===== config.mk =====
export PLATFORM = sky130hd
export DESIGN_NAME = frame_stream_sequencer
export DESIGN_NICKNAME = d
export VERILOG_FILES = /design/src/rtl/vid_pkg.sv /design/src/rtl/stream_fifo2.sv /design/src/rtl/frame_stream_sequencer.sv
export SDC_FILE = /design/constraint.sdc
export NUM_CORES = 1
export LEC_CHECK = 0
export ABC_AREA = 1
export BUFFER_PORTS_ARGS = -buffer_cell sky130_fd_sc_hd__buf_2
export CAP_MARGIN = 15
export CORE_MARGIN = 5
export CORE_UTILIZATION = 50
export CTS_CLUSTER_DIAMETER = 200
export CTS_CLUSTER_SIZE = 25
export DETAILED_ROUTE_END_ITERATION = 8
export GPL_TIMING_DRIVEN = 0
export PLACE_DENSITY_LB_ADDON = 0.1
export SLEW_MARGIN = 20
export SYNTH_ARGS = -nofsm -noshare
export SYNTH_HDL_FRONTEND = slang
export SYNTH_HIERARCHICAL = 1
export SYNTH_SLANG_ARGS = --single-unit

===== constraint.sdc =====
create_clock -name clk -period 3.1 [get_ports clk]
set_clock_uncertainty 0.05 [all_clocks]
set_input_delay 0.155 -clock clk [delete_from_list [all_inputs] [get_ports clk]]
set_output_delay 0.155 -clock clk [all_outputs]
set_load 0.01 [all_outputs]

===== src/rtl/vid_pkg.sv =====
// -----------------------------------------------------------------------------
// vid_pkg
//   Shared types and default geometry for the frame-buffer -> filter stream path.
//   Contents:
//     H_RES_DEF / V_RES_DEF  default frame geometry (320x240)
//     PIX_DATA_W             default frame-buffer pixel width
//     fss_state_e            frame_stream_sequencer state encoding
//     pix_beat_t             one stream beat: pixel plus frame markers
// -----------------------------------------------------------------------------
package vid_pkg;

  localparam int H_RES_DEF  = 320;
  localparam int V_RES_DEF  = 240;
  localparam int PIX_DATA_W = 12;

  typedef enum logic [1:0] {
    IDLE   = 2'd0,
    STREAM = 2'd1,
    DRAIN  = 2'd2
  } fss_state_e;

  // A stream beat: the sop/eop markers travel with the pixel through the FIFO
  // so the head entry alone describes what is on the stream port.
  typedef struct packed {
    logic [PIX_DATA_W-1:0] data;
    logic                  sop;
    logic                  eop;
  } pix_beat_t;

endpackage : vid_pkg


===== src/rtl/stream_fifo2.sv =====
// -----------------------------------------------------------------------------
// stream_fifo2
//   Two-entry FIFO of stream beats. Absorbs the one-clock frame-buffer read
//   latency so the sequencer can keep one pixel per clock flowing.
//   Ports:
//     clk        clock
//     reset      asynchronous, active-high
//     flush      synchronous empty (pointers and count cleared)
//     push       write push_beat this clock (ignored when full and not popping)
//     push_beat  beat to write
//     pop        remove the head this clock (ignored when empty)
//     head_beat  current head entry (meaningful while count != 0)
//     count      number of stored beats, 0..2
// -----------------------------------------------------------------------------
module stream_fifo2
  import vid_pkg::*;
#(
  parameter type beat_t = pix_beat_t
) (
  input  logic       clk,
  input  logic       reset,
  input  logic       flush,
  input  logic       push,
  input  beat_t      push_beat,
  input  logic       pop,
  output beat_t      head_beat,
  output logic [1:0] count
);

  beat_t entry [2];
  logic  wr_ptr;
  logic  rd_ptr;
  logic  do_push;
  logic  do_pop;

  assign do_pop    = pop && (count != 2'd0);
  assign do_push   = push && ((count != 2'd2) || do_pop);
  assign head_beat = entry[rd_ptr];

  // NOTE: state registers use non-blocking assignments so every register
  // samples the pre-edge values, independent of statement order.
  always_ff @(posedge clk or posedge reset) begin
    if (reset) begin
      // NOTE: the storage is reset (not just the pointers) because the head
      // entry drives the stream data outputs directly and must read 0 at reset.
      entry[0] <= '0;
      entry[1] <= '0;
      wr_ptr   <= 1'b0;
      rd_ptr   <= 1'b0;
      count    <= 2'd0;
    end else if (flush) begin
      wr_ptr <= 1'b0;
      rd_ptr <= 1'b0;
      count  <= 2'd0;
    end else begin
      if (do_push) begin
        entry[wr_ptr] <= push_beat;
        wr_ptr        <= ~wr_ptr;
      end
      if (do_pop) begin
        rd_ptr <= ~rd_ptr;
      end
      count <= count + {1'b0, do_push} - {1'b0, do_pop};
    end
  end

endmodule : stream_fifo2


===== src/rtl/frame_stream_sequencer.sv =====
// -----------------------------------------------------------------------------
// frame_stream_sequencer
//   Reads one frame of pixels from the frame-buffer read port in raster order
//   and presents it as a valid/ready stream with sop/eop markers. Menu choice
//   and pitch are latched once per frame, when pixel (0,0) is requested, so
//   downstream filter/kernel selection never changes mid-frame.
//   Ports:
//     clk                 pixel clock (clk_25_vga domain)
//     reset               asynchronous, active-high
//     enable              run frames back to back while high
//     resync              synchronous abort of the current frame
//     menu_choice_in      live menu selection
//     pitch_in            live pitch value
//     rd_addr             frame-buffer read address (data on rd_data 1 clk later)
//     rd_data             frame-buffer q
//     pix_data            stream pixel
//     pix_valid/pix_ready stream handshake, transfer when both high
//     pix_sop/pix_eop     first / last pixel of the frame
//     menu_choice_active  per-frame latched selection
//     pitch_active        per-frame latched pitch
//     frame_count         frames whose eop was accepted (wraps)
//     busy                sequencer not idle
// -----------------------------------------------------------------------------
module frame_stream_sequencer
  import vid_pkg::*;
#(
  parameter int H_RES   = H_RES_DEF,
  parameter int V_RES   = V_RES_DEF,
  parameter int ADDR_W  = 17,
  parameter int DATA_W  = PIX_DATA_W,
  parameter int SEL_W   = 3,
  parameter int PITCH_W = 10
) (
  input  logic               clk,
  input  logic               reset,
  input  logic               enable,
  input  logic               resync,
  input  logic [SEL_W-1:0]   menu_choice_in,
  input  logic [PITCH_W-1:0] pitch_in,
  output logic [ADDR_W-1:0]  rd_addr,
  input  logic [DATA_W-1:0]  rd_data,
  output logic [DATA_W-1:0]  pix_data,
  output logic               pix_valid,
  input  logic               pix_ready,
  output logic               pix_sop,
  output logic               pix_eop,
  output logic [SEL_W-1:0]   menu_choice_active,
  output logic [PITCH_W-1:0] pitch_active,
  output logic [15:0]        frame_count,
  output logic               busy
);

  localparam int COL_W = (H_RES > 1) ? $clog2(H_RES) : 1;
  localparam int ROW_W = (V_RES > 1) ? $clog2(V_RES) : 1;
  localparam logic [COL_W-1:0] COL_LAST = COL_W'(H_RES - 1);
  localparam logic [ROW_W-1:0] ROW_LAST = ROW_W'(V_RES - 1);

  // Same layout as pix_beat_t, sized by this instance's DATA_W.
  typedef struct packed {
    logic [DATA_W-1:0] data;
    logic              sop;
    logic              eop;
  } beat_t;

  fss_state_e       state;
  logic [COL_W-1:0] col;
  logic [ROW_W-1:0] row;

  // A read is "in flight" for the clock in which rd_data carries its pixel.
  logic             inflight;
  logic             inflight_sop;
  logic             inflight_eop;

  beat_t            push_beat;
  beat_t            head_beat;
  logic [1:0]       fifo_count;

  logic             pop;
  logic             eop_accept;
  logic             at_first;
  logic             at_last;
  logic [2:0]       occupancy;
  logic             issue;

  // ---------------------------------------------------------------------------
  // Stream side: everything comes from the FIFO head.
  // ---------------------------------------------------------------------------
  assign pix_valid  = (fifo_count != 2'd0);
  assign pix_data   = head_beat.data;
  assign pix_sop    = pix_valid & head_beat.sop;
  assign pix_eop    = pix_valid & head_beat.eop;
  assign pop        = pix_valid & pix_ready;
  assign eop_accept = pop & head_beat.eop;

  // ---------------------------------------------------------------------------
  // Read issue. rd_addr always holds the next raster address; asserting issue
  // commits that address to the RAM this clock, its data is on rd_data next
  // clock and is written into the FIFO at the end of that clock. Counting the
  // in-flight read and this clock's pop keeps the FIFO from overflowing while
  // still allowing one read per clock when the consumer never stalls.
  // ---------------------------------------------------------------------------
  assign at_first = (col == '0) && (row == '0);
  assign at_last  = (col == COL_LAST) && (row == ROW_LAST);

  // NOTE: every signal driven in this block is assigned on every pass, so no
  // latch is inferred.
  always_comb begin
    occupancy = {1'b0, fifo_count} + {2'b00, inflight} - {2'b00, pop};
    issue     = (state == STREAM) && (occupancy < 3'd2);
  end

  assign push_beat = '{data: rd_data, sop: inflight_sop, eop: inflight_eop};

  stream_fifo2 #(
    .beat_t (beat_t)
  ) u_fifo (
    .clk       (clk),
    .reset     (reset),
    .flush     (resync),
    .push      (inflight),
    .push_beat (push_beat),
    .pop       (pop),
    .head_beat (head_beat),
    .count     (fifo_count)
  );

  // ---------------------------------------------------------------------------
  // Sequencer: state, raster counters, in-flight tracking, config latch and
  // frame counter. rd_addr advances linearly alongside col/row, which keeps it
  // equal to row*H_RES + col without a multiplier.
  // ---------------------------------------------------------------------------
  always_ff @(posedge clk or posedge reset) begin
    if (reset) begin
      state              <= IDLE;
      busy               <= 1'b0;
      col                <= '0;
      row                <= '0;
      rd_addr            <= '0;
      inflight           <= 1'b0;
      inflight_sop       <= 1'b0;
      inflight_eop       <= 1'b0;
      menu_choice_active <= '0;
      pitch_active       <= '0;
      frame_count        <= '0;
    end else if (resync) begin
      // Abort: the FIFO flushes on the same edge and the pending read is
      // dropped. Latched config and the frame counter are left alone.
      state        <= IDLE;
      busy         <= 1'b0;
      col          <= '0;
      row          <= '0;
      rd_addr      <= '0;
      inflight     <= 1'b0;
      inflight_sop <= 1'b0;
      inflight_eop <= 1'b0;
    end else begin
      inflight <= issue;

      if (issue) begin
        inflight_sop <= at_first;
        inflight_eop <= at_last;

        if (at_first) begin
          menu_choice_active <= menu_choice_in;
          pitch_active       <= pitch_in;
        end

        if (at_last) begin
          col     <= '0;
          row     <= '0;
          rd_addr <= '0;
        end else begin
          rd_addr <= rd_addr + ADDR_W'(1);
          if (col == COL_LAST) begin
            col <= '0;
            row <= row + ROW_W'(1);
          end else begin
            col <= col + COL_W'(1);
          end
        end
      end

      if (eop_accept) begin
        frame_count <= frame_count + 16'd1;
      end

      case (state)
        IDLE: begin
          if (enable) begin
            state <= STREAM;
            busy  <= 1'b1;
          end
        end
        STREAM: begin
          if (issue && at_last) begin
            state <= DRAIN;
          end
        end
        DRAIN: begin
          // The last pixel's eop leaving the FIFO ends the frame; enable is
          // only looked at here, so a frame always completes once started.
          if (eop_accept) begin
            if (enable) begin
              state <= STREAM;
            end else begin
              state <= IDLE;
              busy  <= 1'b0;
            end
          end
        end
        default: begin
          state <= IDLE;
          busy  <= 1'b0;
        end
      endcase
    end
  end

endmodule : frame_stream_sequencer

==> results of run 1 <==
==> logic make-up (layout without fill, tap and decap cells) <==
group / count (synthesis) / count (layout) / synth area share (%)
compound gates: 55 / 55 / 6.13
buf+inv: 94 / 229 / 8.46
simple gates: 397 / 397 / 33.6
xor+xnor: 25 / 25 / 3.96
flops: 101 / 101 / 45.7
fa+ha+maj: 9 / 9 / 2.17
==> state kept, by name, summed over array words and instances (netlist names) <==
signal,cells
inflight_sop,1
u_fifo/count,2
frame_count,16
row,8
pitch_active,10
busy,1
state,2
menu_choice_active,3
u_fifo/rd_ptr,1
u_fifo/entry,28
rd_addr,17
col,9
u_fifo/wr_ptr,1
inflight_eop,1
inflight,1
==> cells in the mapped netlist, types with 2 or more instances <==
cell and n:
a21oi_1 5, buf_2 4, buf_6 11, clkbuf_8 2
dfrtp_1 101, ha_1 8, inv_1 70, inv_2 3
nand2_1 220, nand2_2 4, nand3_1 41, nand3_4 5
nand4_1 43, nor2_1 61, nor2_2 3, nor2_4 9
nor3_1 3, o21ai_0 19, o21ai_1 9, o21ai_2 13
o22ai_1 6, or2_2 2, xnor2_1 8, xor2_1 17
==> per-stage QoR <==
stage,power (mW),area [µm²],hold slack [ps],std cells,setup WS [ps]
after floorplan,2.66,5530,170,681,660
after global placement,3.06,6160,352,912,184
after detailed placement,3.10,6190,71.8,913,288
after CTS,4.04,6680,87.6,956,278
after global routing,4.30,6680,121,956,22.5
final,4.00,6680,110,956,304
==> worst max path at each step <==
stage                               from                           endpoint  slack (ps)  cells past startpoint
2_1_floorplan  u_fifo/count[1]$_DFF_PP0_  menu_choice_active[2]$_DFFE_PP0P_         660                     13
3_3_place_gp                       reset                 row[2]$_DFFE_PP0P_         180                      2
3_5_place_dp   u_fifo/count[1]$_DFF_PP0_                 row[2]$_DFFE_PP0P_         290                     12
4_1_cts        u_fifo/count[1]$_DFF_PP0_        pitch_active[8]$_DFFE_PP0P_         280                     13
5_1_grt        u_fifo/count[1]$_DFF_PP0_                 row[2]$_DFFE_PP0P_          20                     12
6_report       u_fifo/count[1]$_DFF_PP0_        pitch_active[9]$_DFFE_PP0P_         300                     13
==> final cells by class <==
| type | count | area [µm²] |
|---|---|---|
| fill | 986 | 4160 |
| multi-input combinational | 486 | 2530 |
| sequential | 101 | 2530 |
| timing repair buffer | 119 | 753 |
| inverter | 74 | 283 |
| buffer | 20 | 188 |
| tap | 140 | 175 |
| clock buffer | 11 | 151 |
| clock inverter | 5 | 66.3 |
==> power groups by stage <==
stage / Sequential, mW / Combinational, mW / Clock, mW
floorplan: 1.78 / 0.878 / 0
global placement: 1.75 / 1.31 / 0
detailed placement: 1.76 / 1.34 / 0
CTS: 1.74 / 1.36 / 0.941
global route: 1.78 / 1.52 / 0.999
finish: 1.74 / 1.35 / 0.913
==> metal layers <==
| layer | track usage, % | vias up |
|---|---|---|
| met2 | 32.0 | 117 |
| met1 | 29.7 | 2226 |
| met3 | 5.05 | 17 |
| li1 | - | 2448 |
| met5 | 0 | - |
| met4 | 8.29 | 0 |
==> worst max-delay path, stage by stage, from the launching register on <==
cell and delay (ps):
dfrtp_1 560, nor2_1 180, nor2_4 190, nand2_1 90, o21ai_0 80, nand2_1 90
fa_1 380, xnor2_1 260, inv_2 100, nor2_8 180, nand3_4 190, buf_6 200
nand2_1 80, o21ai_2 50
==> repair_timing <==
item	in CTS	in global routing
hold buffers	27	0
hold endpoints to repair	139	0
resized for setup	0	0
setup endpoints to repair	0	0
==> results.json, run 1 <==
{
  "outcome": "finished, final reports clean",
  "root_buffer": "clkbuf_8",
  "min_period_ps": 2800,
  "wl_met3_um": 787,
  "hold_depth": 4,
  "synthDistinctLibCells": 38,
  "synthFlopType": "dfrtp_1",
  "crit_path_end_kind": "flop",
  "ir_worst_vdd_v": 0.000335,
  "overflow": 0,
  "critPathArrivalTime_ps": 3030,
  "nets": 850,
  "power_density_mw_per_mm2": 599,
  "track_usage_pct": 21.2,
  "comb_power_share_pct": 33.6,
  "drt-initial-drc-count": 268,
  "dpl.hpwl_um": 9450,
  "grt_max_degree": 55,
  "r2r_end": "pitch_active[9]$_DFFE_PP0P_",
  "synth.top_cell.area_share_pct": 45.7,
  "hold_class": "in -> reg",
  "synthCells": 681,
  "min-delay-start": "enable",
  "wl_per_cell_um": 13.7,
  "rsz0062_at_grt": "false",
  "p_sw_mw": 1.48,
  "globalplace.congestion": 0.890,
  "antenna_found_initial": 0,
  "drive_gt1_share_pct": 21.2,
  "yosysTopAreaCell": "dfrtp_1",
  "post-cts-setup-buffers": 0,
  "met2_length_um": 5920,
  "ant_nets": 0,
  "cts_max_level": 3,
  "reg2reg_from": "u_fifo/count[1]$_DFF_PP0_",
  "leakage_nw": 3.43,
  "port_buffers": 91,
  "synth-edff-count": 0,
  "final_hold_viol_count": 0,
  "clockPowerShare_pct": 22.8,
  "cts_tree": "done",
  "worstSetupPathType": "reg -> reg",
  "drcViolationCount": 0,
  "rrSetupSlack_ps": 300,
  "worstSetupStartpointType": "flop",
  "clk_path_buf_depth": 2,
  "period_share_pct": 90.2,
  "slew-limit-headroom_pct": 53.4,
  "layout.cells.most_common": "nand2_1",
  "yosys_register_bits": 101,
  "clkSinkCount": 101,
  "via_per_inst": 5.03,
  "sw_frac_of_total_pct": 37.0,
  "n_antenna_cell": 0,
  "first_global_vias": 4695,
  "drv_slew": 0,
  "synthesis.nets": 720,
  "worstMarginPinSlew_ps": 699,
  "clock_latency_ps": 380,
  "area_growth_pct": 20.8,
  "vias": 4808,
  "drt-met1-wl_um": 6150,
  "rows": 38,
  "design.core.area_mm2": 0.0108,
  "die_area_mm2": 0.0133,
  "yosys-top-cells-area": "dfrtp_1 (46%), nand2_1 (15%), nand4_1 (4.9%)",
  "io_pins": 92,
  "synth_warnings": 6,
  "postSynthAreaPerCell_um2": 8.12,
  "clk_pin_slew_ps": 100,
  "ys_async_sr_fraction_pct": 100,
  "crit_path_max_fanout": 10,
  "die_h_um": 115,
  "synthesis.area_mm2": 0.00553,
  "p_seq_share_pct": 43.5,
  "drt-total-wl_um": 13100,
  "cp.required_ps": 3330,
  "finish.utilization_pct": 61.6,
  "max_clock_freq_mhz": 358,
  "first_pass_iters": 5,
  "max_cap_violations": 0,
  "fp.dieW_um": 115,
  "mostFrequentLayoutCells": "nand2_1 (220), dfrtp_1 (101), buf_2 (95)",
  "min_to": "busy$_DFFE_PP0P_",
  "grt_pass1_wl_um": 22500,
  "setup_tns_ps": 0,
  "cts_made_buffers": 9,
  "routed.top_layer": "met4",
  "ys_seq_area_share_pct": 45.7,
  "setup_viol": 0,
  "ff2ff_path_depth": 13,
  "p_int_mw": 2.52,
  "start_util_pct": 51.0
}
Note: power is estimated with default switching activity, not from simulation.
==> run 2, diff against run 1 <==
==> constraint.sdc (replaced) <==
create_clock -name clk -period 3.1 [get_ports clk]
set_clock_uncertainty 0.05 [all_clocks]
set_input_delay 0.31 -clock clk [delete_from_list [all_inputs] [get_ports clk]]
set_output_delay 0.31 -clock clk [all_outputs]
set_load 0.01 [all_outputs]
==> run 2 against run 1 <==
Sequential cell count did not move. Clock power fell by 0.8%. Worst setup slack got worse by 6.0 ps. Utilization fell by 2.4 points. Via count fell by 1.5%. Critical path depth did not move. Die area did not move. Global-route usage fell by 0.53 points. Sequential share of layout area rose by 1.5 points.
==> results.json, run 2 (synthesis gave the netlist of run 1 again) <==
{
  "worstSetupStartpointType": "flop",
  "track_usage_pct": 20.7,
  "crit_path_end_kind": "flop",
  "power_density_mw_per_mm2": 617,
  "grt_pass1_wl_um": 21900,
  "vias": 4737,
  "worstMarginPinSlew_ps": 693,
  "fp.dieW_um": 115,
  "rows": 38,
  "worstSetupPathType": "reg -> reg",
  "cp.required_ps": 3330,
  "fin_ws_ps": 298,
  "port_buffers": 91,
  "critPathArrivalTime_ps": 3030,
  "globalplace.congestion": 0.890,
  "die_h_um": 115,
  "cpMostUsedCell": "nand2_1",
  "die_area_mm2": 0.0133,
  "finish.utilization_pct": 59.2,
  "power.total_mw": 3.96,
  "cp_slowest_cell": "dfrtp_1",
  "clock_latency_ps": 380,
  "hold_ws_ps": 108,
  "largest_register": "u_fifo/entry",
  "clk_pin_slew_ps": 100,
  "overflow": 0,
  "layout.cells.most_common": "nand2_1",
  "clk_path_buf_depth": 2,
  "antenna_found_initial": 1,
  "dpl.hpwl_um": 9450,
  "n_fill_cell": 1026,
  "slew-limit-headroom_pct": 53.8,
  "ff2ff_path_depth": 13,
  "rrSetupSlack_ps": 300,
  "setup_tns_ps": 0,
  "leakage_nw": 3.33,
  "drt-initial-drc-count": 257,
  "first_global_vias": 4610,
  "wl_per_cell_um": 13.7,
  "root_buffer": "clkbuf_8",
  "cts_tree": "done",
  "mostFrequentLayoutCells": "nand2_1 (220), dfrtp_1 (101), buf_2 (95)",
  "drt-total-wl_um": 12800,
  "first_pass_iters": 5,
  "setup_viol": 0,
  "start_util_pct": 51.0,
  "io_pins": 92,
  "clkSinkCount": 101,
  "drcViolationCount": 0,
  "design.core.area_mm2": 0.0108,
  "crit_path_max_fanout": 10,
  "cp_cell_sequence": "nor2_1 > nor2_4 > nand2_1 > o21ai_0 > nand2_1 > fa_1 > xnor2_1 > inv_2 > nor2_8 > nand3_4 > buf_6 > nand2_1 > o21ai_2",
  "via_per_inst": 5.08,
  "outcome": "finished, final reports clean",
  "drv_slew": 0,
  "nets": 824,
  "ir_worst_vdd_v": 0.000332,
  "cts_max_level": 3,
  "largestRegisters": "u_fifo/entry x28, rd_addr x17, frame_count x16",
  "hold_class": "in -> reg",
  "grt_max_degree": 55,
  "cts_made_buffers": 9,
  "hold_depth": 3,
  "rsz0062_at_grt": "false",
  "max_clock_freq_mhz": 357,
  "min_period_ps": 2800,
  "area_growth_pct": 16.2,
  "final_hold_viol_count": 0,
  "max_cap_violations": 0,
  "drive_gt1_share_pct": 21.9,
  "period_share_pct": 90.4,
  "preCtsSetupSlack_ps": 288,
  "cp_slowest_stage_delay_ps": 560,
  "ant_nets": 0,
  "largest_register_ffs": 28
}
## run 2: changes by cell type in the layout (fill, tap and decap cells not counted)
cell / delta
dlygate4sd3_1: -26
diode_2: +2
## run 2: path summary, 6_finish.rpt
check	start	to
worst min-delay path	pitch_in[0]	pitch_active[0]$_DFFE_PP0P_
max in group asynchronous	reset	u_fifo/entry[13]$_DFFE_PP0P_
worst max register to register	u_fifo/count[1]$_DFF_PP0_	pitch_active[9]$_DFFE_PP0P_
worst min register to register	frame_count[15]$_DFFE_PP0P_	frame_count[15]$_DFFE_PP0P_
min in group asynchronous	reset	frame_count[7]$_DFFE_PP0P_
worst max-delay path	u_fifo/count[1]$_DFF_PP0_	pitch_active[9]$_DFFE_PP0P_
## run 2: metrics by stage
| step | instances | instance area (µm²) |
|---|---|---|
| after detailed placement | 913 | 6190 |
| final | 932 | 6420 |
| after global routing | 930 | 6420 |
| after CTS | 930 | 6420 |
| after floorplan | 681 | 5530 |
| after global placement | 912 | 6160 |
## run 2: layout make-up
| type | count | area [µm²] | area share, % |
|---|---|---|---|
| multi-input combinational | 486 | 2530 | 39.5 |
| inverter | 74 | 283 | 4.40 |
| clock buffer | 11 | 151 | 2.36 |
| antenna | 2 | 5.00 | 0.0779 |
| timing repair buffer | 93 | 493 | 7.68 |
| buffer | 20 | 188 | 2.92 |
| sequential | 101 | 2530 | 39.4 |
| tap | 140 | 175 | 2.73 |
| clock inverter | 5 | 66.3 | 1.03 |
## run 2: repair_timing
item                      4_1_cts  5_1_grt
hold buffers                    1        0
hold endpoints to repair       15        0
buffers inserted                0        0
gates resized for setup         0        0
## run 2: power by group
| part | leakage, nW | switching [mW] | total [mW] | internal (mW) |
|---|---|---|---|---|
| registers | 1.35 | 0.171 | 1.74 | 1.57 |
| clock network | 0.108 | 0.479 | 0.906 | 0.427 |
| logic | 1.87 | 0.813 | 1.31 | 0.501 |
| total | 3.33 | 1.46 | 3.96 | 2.50 |
## run 2: layer usage
layer  vias to the layer above  GRT usage [%]  wire length, µm
met5                         -              0                0
met4                         0           7.82              199
met3                        15           5.37              835
met2                       128           31.2             5690
met1                      2193           28.8             6080
li1                       2401              -                -
## run 2: critical path, delay by kind of cell, from the launching register on
| kind | cells | cell delay (ps) |
|---|---|---|
| compound gates | 2 | 130 |
| flops | 1 | 560 |
| fa+ha+maj | 1 | 380 |
| buf+inv | 2 | 300 |
| simple gates | 7 | 1000 |
| xor+xnor | 1 | 260 |
